## config.mk

```make
export PLATFORM = sky130hd
export DESIGN_NAME = seg_scan_driver
export DESIGN_NICKNAME = d
export VERILOG_FILES = /design/src/rtl/seg_scan_driver.sv
export SDC_FILE = /design/constraint.sdc
export NUM_CORES = 1
export LEC_CHECK = 0
export ABC_AREA = 1
export BUFFER_PORTS_ARGS = -buffer_cell sky130_fd_sc_hd__buf_2
export CORE_MARGIN = 2
export CORE_UTILIZATION = 55
export CTS_BUF_LIST = sky130_fd_sc_hd__clkbuf_4 sky130_fd_sc_hd__clkbuf_8
export DETAILED_ROUTE_END_ITERATION = 7
export GPL_ROUTABILITY_DRIVEN = 0
export PLACE_DENSITY = 0.75
export SLEW_MARGIN = 20
export SYNTH_ARGS = -nofsm -noshare
export SYNTH_HDL_FRONTEND = slang
export SYNTH_SLANG_ARGS = --single-unit
```

## constraint.sdc

```tcl
create_clock -name Clk -period 7 [get_ports Clk]
set_input_delay 1.4 -clock Clk [delete_from_list [all_inputs] [get_ports Clk]]
set_output_delay 1.4 -clock Clk [all_outputs]
set_load 0.01 [all_outputs]
```

## src/rtl/seg_scan_driver.sv

```systemverilog
`timescale 1ns/1ps
// -----------------------------------------------------------------------------
// seg_scan_driver
//
// Display stage behind the 8051 segment latch. Four 8-bit segment patterns
// arrive from another clock domain and are time-multiplexed onto one shared
// segment bus with four one-hot digit enables. This drives a multiplexed
// 7-segment display.
//
// A frame is four digit slots of DIV cycles each. Every slot begins with BLANK
// dead cycles so the previous digit's pattern never ghosts onto the next digit.
// The patterns are snapshotted only at frame start, so a frame never tears.
//
// Parameters
//   DIV        clock cycles per digit slot (>= 2)
//   BLANK      dead cycles at the start of each slot (0 <= BLANK < DIV)
//   ACTIVE_LOW 1 inverts seg_bus and dig_en at the pins
//
// Ports
//   Clk        system clock, rising edge
//   Reset      asynchronous, active-high reset
//   Enable     scan enable; low keeps the display dark
//   seg0_in..seg3_in  digit patterns (bit7 = dp), asynchronous to Clk
//   seg_bus    shared segment drive (registered)
//   dig_en     one-hot digit enable, bit n = digit n (registered)
//   frame_tick one-cycle pulse in the first cycle of each frame (registered)
// -----------------------------------------------------------------------------
module seg_scan_driver #(
  parameter int DIV        = 50000,
  parameter int BLANK      = 500,
  parameter bit ACTIVE_LOW = 1'b0
) (
  input  logic       Clk,
  input  logic       Reset,
  input  logic       Enable,
  input  logic [7:0] seg0_in,
  input  logic [7:0] seg1_in,
  input  logic [7:0] seg2_in,
  input  logic [7:0] seg3_in,
  output logic [7:0] seg_bus,
  output logic [3:0] dig_en,
  output logic       frame_tick
);

  // Slot counter width; DIV = 2 still needs one bit.
  localparam int PW = (DIV > 2) ? $clog2(DIV) : 1;

  localparam logic [PW-1:0] PRE_MAX = PW'(DIV - 1);
  localparam logic [PW-1:0] BLANK_P = PW'(BLANK);

  // Inactive pin levels for the chosen polarity.
  localparam logic [7:0] SEG_OFF = {8{ACTIVE_LOW}};
  localparam logic [3:0] DIG_OFF = {4{ACTIVE_LOW}};

  // ---------------------------------------------------------------------------
  // Elaboration-time parameter checks
  // ---------------------------------------------------------------------------
  if (DIV < 2) begin : g_bad_div
    $error("seg_scan_driver: DIV must be >= 2 (DIV=%0d)", DIV);
  end

  if ((BLANK < 0) || (BLANK >= DIV)) begin : g_bad_blank
    $error("seg_scan_driver: BLANK must satisfy 0 <= BLANK < DIV (BLANK=%0d, DIV=%0d)",
           BLANK, DIV);
  end

  // ---------------------------------------------------------------------------
  // Input synchronizers: two flops per bit, all 32 bits in parallel.
  // Bits are synchronized individually, so a multi-bit change may settle over
  // two cycles; the frame-start snapshot hides that from the pins.
  // ---------------------------------------------------------------------------
  logic [3:0][7:0] seg_async;
  logic [3:0][7:0] sync1_q;
  logic [3:0][7:0] sync2_q;

  assign seg_async = {seg3_in, seg2_in, seg1_in, seg0_in};

  always_ff @(posedge Clk or posedge Reset) begin
    if (Reset) begin
      sync1_q <= '0;
      sync2_q <= '0;
    end else begin
      sync1_q <= seg_async;
      sync2_q <= sync1_q;
    end
  end

  // ---------------------------------------------------------------------------
  // Scan state
  //   run_q  : scanning active
  //   idx_q  : digit currently owning the slot
  //   pre_q  : cycle position inside the slot, 0..DIV-1
  //   snap_q : patterns frozen for the current frame
  // ---------------------------------------------------------------------------
  logic            run_q, run_d;
  logic [1:0]      idx_q, idx_d;
  logic [PW-1:0]   pre_q, pre_d;
  logic [3:0][7:0] snap_q, snap_d;
  logic            tick_q, tick_d;

  always_comb begin
    run_d  = run_q;
    idx_d  = idx_q;
    pre_d  = pre_q;
    snap_d = snap_q;
    tick_d = 1'b0;

    if (!run_q) begin
      // Idle: hold the counters at the frame origin.
      pre_d = '0;
      idx_d = '0;
      if (Enable) begin
        run_d  = 1'b1;
        snap_d = sync2_q;
        tick_d = 1'b1;
      end
    end else if (!Enable) begin
      // Enable has priority over a slot or frame wrap on the same edge.
      run_d = 1'b0;
      pre_d = '0;
      idx_d = '0;
    end else if (pre_q < PRE_MAX) begin
      pre_d = pre_q + 1'b1;
    end else begin
      pre_d = '0;
      idx_d = idx_q + 2'd1;
      if (idx_q == 2'd3) begin
        snap_d = sync2_q;
        tick_d = 1'b1;
      end
    end
  end

  always_ff @(posedge Clk or posedge Reset) begin
    if (Reset) begin
      run_q  <= 1'b0;
      idx_q  <= '0;
      pre_q  <= '0;
      snap_q <= '0;
      tick_q <= 1'b0;
    end else begin
      run_q  <= run_d;
      idx_q  <= idx_d;
      pre_q  <= pre_d;
      snap_q <= snap_d;
      tick_q <= tick_d;
    end
  end

  // ---------------------------------------------------------------------------
  // Output decode
  // The output registers are loaded from the next-state values, so in any
  // cycle the pins describe the (run, idx, pre, snap) held in that same cycle.
  // With BLANK = 0 there is no blank phase and the compare is skipped.
  // ---------------------------------------------------------------------------
  logic in_blank;

  if (BLANK > 0) begin : g_blank
    assign in_blank = (pre_d < BLANK_P);
  end else begin : g_no_blank
    assign in_blank = 1'b0;
  end

  logic [7:0] seg_drive;
  logic [3:0] dig_drive;
  logic [7:0] seg_bus_d, seg_bus_q;
  logic [3:0] dig_en_d, dig_en_q;

  always_comb begin
    seg_drive = 8'h00;
    dig_drive = 4'b0000;
    if (run_d && !in_blank) begin
      // A single shifted bit keeps dig_en one-hot by construction.
      dig_drive = 4'b0001 << idx_d;
      seg_drive = snap_d[idx_d];
    end
    seg_bus_d = seg_drive ^ SEG_OFF;
    dig_en_d  = dig_drive ^ DIG_OFF;
  end

  always_ff @(posedge Clk or posedge Reset) begin
    if (Reset) begin
      seg_bus_q <= SEG_OFF;
      dig_en_q  <= DIG_OFF;
    end else begin
      seg_bus_q <= seg_bus_d;
      dig_en_q  <= dig_en_d;
    end
  end

  assign seg_bus    = seg_bus_q;
  assign dig_en     = dig_en_q;
  assign frame_tick = tick_q;

endmodule

```

==> flow_summary.json <==
{
  "synth_top_family_by_area": "simple AND/OR/NAND/NOR gates",
  "drtPass1Iterations": 5,
  "die_area_mm2": 0.01060,
  "vias": 4071,
  "min_period_ns": 2.900,
  "yosysTopAreaCellShare": 0.5948,
  "dp.cells": 751,
  "drt_iter0_drc": 328,
  "final_nets": 674,
  "rsz0062_at_grt": "false",
  "p_leak_nw": 3.140,
  "ys.warnings.count": 0,
  "cts_tree": "built",
  "final_area_mm2": 0.006115,
  "synth_cells": 590,
  "startpoint_type": "input pin",
  "worstPathArrival_ns": 3.22,
  "grt_remaining_overflow": 0,
  "ant_nets": 0,
  "slew_violations": 0,
  "initial_utilization": 0.5587,
  "antenna_cells": 0,
  "internal-power_mw": 1.181,
  "synthSimpleGateAreaFrac": 0.2577,
  "critPathRequiredTime_ns": 7.32,
  "cts_buffer_depth": 2,
  "cts.sinks": 128,
  "fmax_mhz": 344.9,
  "grt_max_degree": 71,
  "pwr-share-seq": 0.507,
  "switchingPower_mw": 0.3953,
  "die-width_um": 103.0,
  "synth_area_leaders": "dfrtp_1, nand2_1, nand3_1",
  "dp_hpwl_um": 6892,
  "io_buffers": 47,
  "grt_pass1_vias": 3950,
  "synthesis.area_mm2": 0.005385,
  "root_buffer": "clkbuf_8",
  "hold_viol_final": 0,
  "cpMostUsedCell": "o21ai_0",
  "cts_buffers": 17,
  "yosys.cell_types.count": 33,
  "worst_setup_path_end_kind": "flip-flop",
  "clkTransAtPathRegs_ns": 0.08,
  "max_slew_margin": 0.4410,
  "wire_per_inst_um": 13.64,
  "min_path_type": "reg -> reg",
  "drive_gt1_frac": 0.1723,
  "cts_hold_buf": 0,
  "critPathTopFamily": "buffers and inverters",
  "htreeDepth": 4,
  "ctsResizeCount": 0,
  "synth_adder_area_share": 0.004647,
  "rows": 36,
  "synth_fp_nets": 627,
  "whs_path_depth": 0,
  "synth.avg_cell_area_um2": 9.127,
  "crit_chain": "buf_2 > inv_1 > buf_4 > a21oi_1 > o21ai_0 > o21ai_0 > nand2_1 > nand3_1 > nor2_1",
  "status": "finished clean",
  "track_usage": 0.2215,
  "fp.dieH_um": 103.0,
  "antenna_found_initial": 0,
  "finalClockSkew_ns": 0.01004,
  "syn_to_final_growth_pct": 13.55,
  "worstSetupPathDepth": 9,
  "critical_path_buf_inv_count": 3,
  "yosys.area_share.xor_xnor": 0.01138,
  "tns_ns": 0,
  "insertion_delay_ns": 0.43,
  "core-area_mm2": 0.009639,
  "p_clk_frac": 0.422,
  "switching_share": 0.2507,
  "setup_viol_count_final": 0,
  "grt_first_pass_wirelength_um": 17880,
  "power_density_mw_per_mm2": 257.8,
  "drv_cap": 0,
  "slowest_stage": "inv_1",
  "crit_fanout": 29,
  "drc": 0,
  "yosys.area.top_type": "dfrtp_1",
  "ios": 48,
  "vias_per_cell": 5.199,
  "place_area_mm2": 0.005692,
  "critPathKind": "in -> reg",
  "max_stage_delay_ns": 0.47,
  "comb_power_share": 0.071,
  "postCtsSetupBuffers": 0,
  "synthMuxAreaShare": 0,
  "fin_cells": 783,
  "reg2reg_depth": 13,
  "final.period_utilization": 0.4142,
  "routed_wl_um": 10680,
  "worstMarginPinSlew_ns": 0.8386,
  "ir_drop_mv": 0.1713,
  "synth_compound_area_frac": 0.06018,
  "ys_seq_area_frac": 0.5948,
  "ys_seq_elements": 128
}
[power groups by stage]
| stage | Sequential [mW] | Combinational (mW) | Clock (mW) |
|---|---|---|---|
| after floorplan | 0.808 | 0.0824 | 0 |
| after global routing | 0.803 | 0.130 | 0.712 |
| after detailed placement | 0.813 | 0.111 | 0 |
| after CTS | 0.799 | 0.112 | 0.678 |
| after global placement | 0.812 | 0.105 | 0 |
| final | 0.799 | 0.111 | 0.666 |
[synthesized netlist by cell type, drive strengths merged]
cell type,number
inv,68
nand2,172
clkbuf,13
xnor2,2
a21oi,19
xor2,5
and2,1
nand4,9
ha,2
nor2,45
dfrtp,128
o211ai,12
a21boi,1
nand3,74
o31ai,1
clkinv,2
nand3b,4
buf,9
nor3,1
o21bai,1
o21ai,21
[cells by family after synthesis]
| group | Yosys count |
|---|---|
| flops | 128 |
| compound gates | 55 |
| xor+xnor | 7 |
| buf+inv | 92 |
| fa+ha+maj | 2 |
| simple gates | 306 |
[path summary, 6_finish.rpt]
kind                                   endpoint  slack [ns]                 start
max reg2reg                seg_bus[5]$_DFF_PP0_        4.45    pre_q[0]$_DFF_PP0_
min reg2reg                sync2_q[7]$_DFF_PP0_        0.34  sync1_q[7]$_DFF_PP0_
max                        seg_bus[6]$_DFF_PP0_        4.10                Enable
max in group asynchronous  snap_q[18]$_DFF_PP0_        4.59                 Reset
min                        sync2_q[7]$_DFF_PP0_        0.34  sync1_q[7]$_DFF_PP0_
min in group asynchronous  sync1_q[3]$_DFF_PP0_        1.09                 Reset
[cells in the final DEF (no fill, tap or decap), types with 2 or more instances in the layout]
master      synthesis  layout
a21oi_1            19      19
buf_2               3      47
buf_4               3       3
bufinv_16           0       3
clkbuf_8            0      17
clkinv_2            1       2
clkinv_4            0       2
clkinvlp_4          0       3
dfrtp_1           128     128
ha_1                2       2
inv_1              60      59
inv_2               8       8
inv_6               0       4
nand2_1           166     166
nand2_2             5       5
nand3_1            67      67
nand3_2             4       4
nand3_4             3       3
nand3b_1            4       4
nand4_1             9       9
nor2_1             40      40
nor2_2              3       3
nor2_4              2       2
o211ai_1           12      12
o21ai_0            17      17
o21ai_1             3       3
xnor2_1             2       2
xor2_1              5       5
[through the flow]
step	util	total power, mW	worst slack (ns)	hold WS, ns
floorplan	-	0.8901	2.187	0.3312
global placement	0.5905	0.9163	3.774	0.3314
detailed placement	0.5905	0.9233	3.711	0.3347
CTS	0.6343	1.589	4.156	0.3448
global route	0.6343	1.645	3.875	0.3518
finish	0.6343	1.577	4.100	0.3438
[worst register-to-register path, cell delays in order (launching register included)]
cell and delay, ns:
dfrtp_1 0.37, ha_1 0.20, nand3_1 0.20, nand3_2 0.16, nand3_4 0.12, nand2_4 0.18, nand3_4 0.38, clkinv_2 0.35
nand2_1 0.08, nand3_1 0.07, nand2_1 0.08, nand2_1 0.07, nand3_1 0.07, nor2_1 0.14
[routing by layer]
metal / GRT usage / vias to the layer above / routed length [um]
met5: 0 / - / 0
met4: 0.08806 / 0 / 235
met3: 0.06102 / 19 / 590
met2: 0.3606 / 145 / 5293
met1: 0.2829 / 1936 / 4560
li1: - / 1971 / -
[area by class of cell]
type | count | area (um2)
clock buffers | 18 | 241.5
clock inverters | 14 | 181.4
fillers | 807 | 3525
inverters | 70 | 266.5
multi-input cells | 370 | 1798
flip-flops and latches | 128 | 3203
well taps | 133 | 166.4
repair buffers | 50 | 257.7
[registers in the layout, indices dropped and copies added (netlist names)]
register	flops
run_q	1
sync1_q	32
seg_bus	8
sync2_q	32
idx_q	2
pre_q	16
dig_en	4
snap_q	32
frame_tick	1
(Power assumes the default switching activity.)
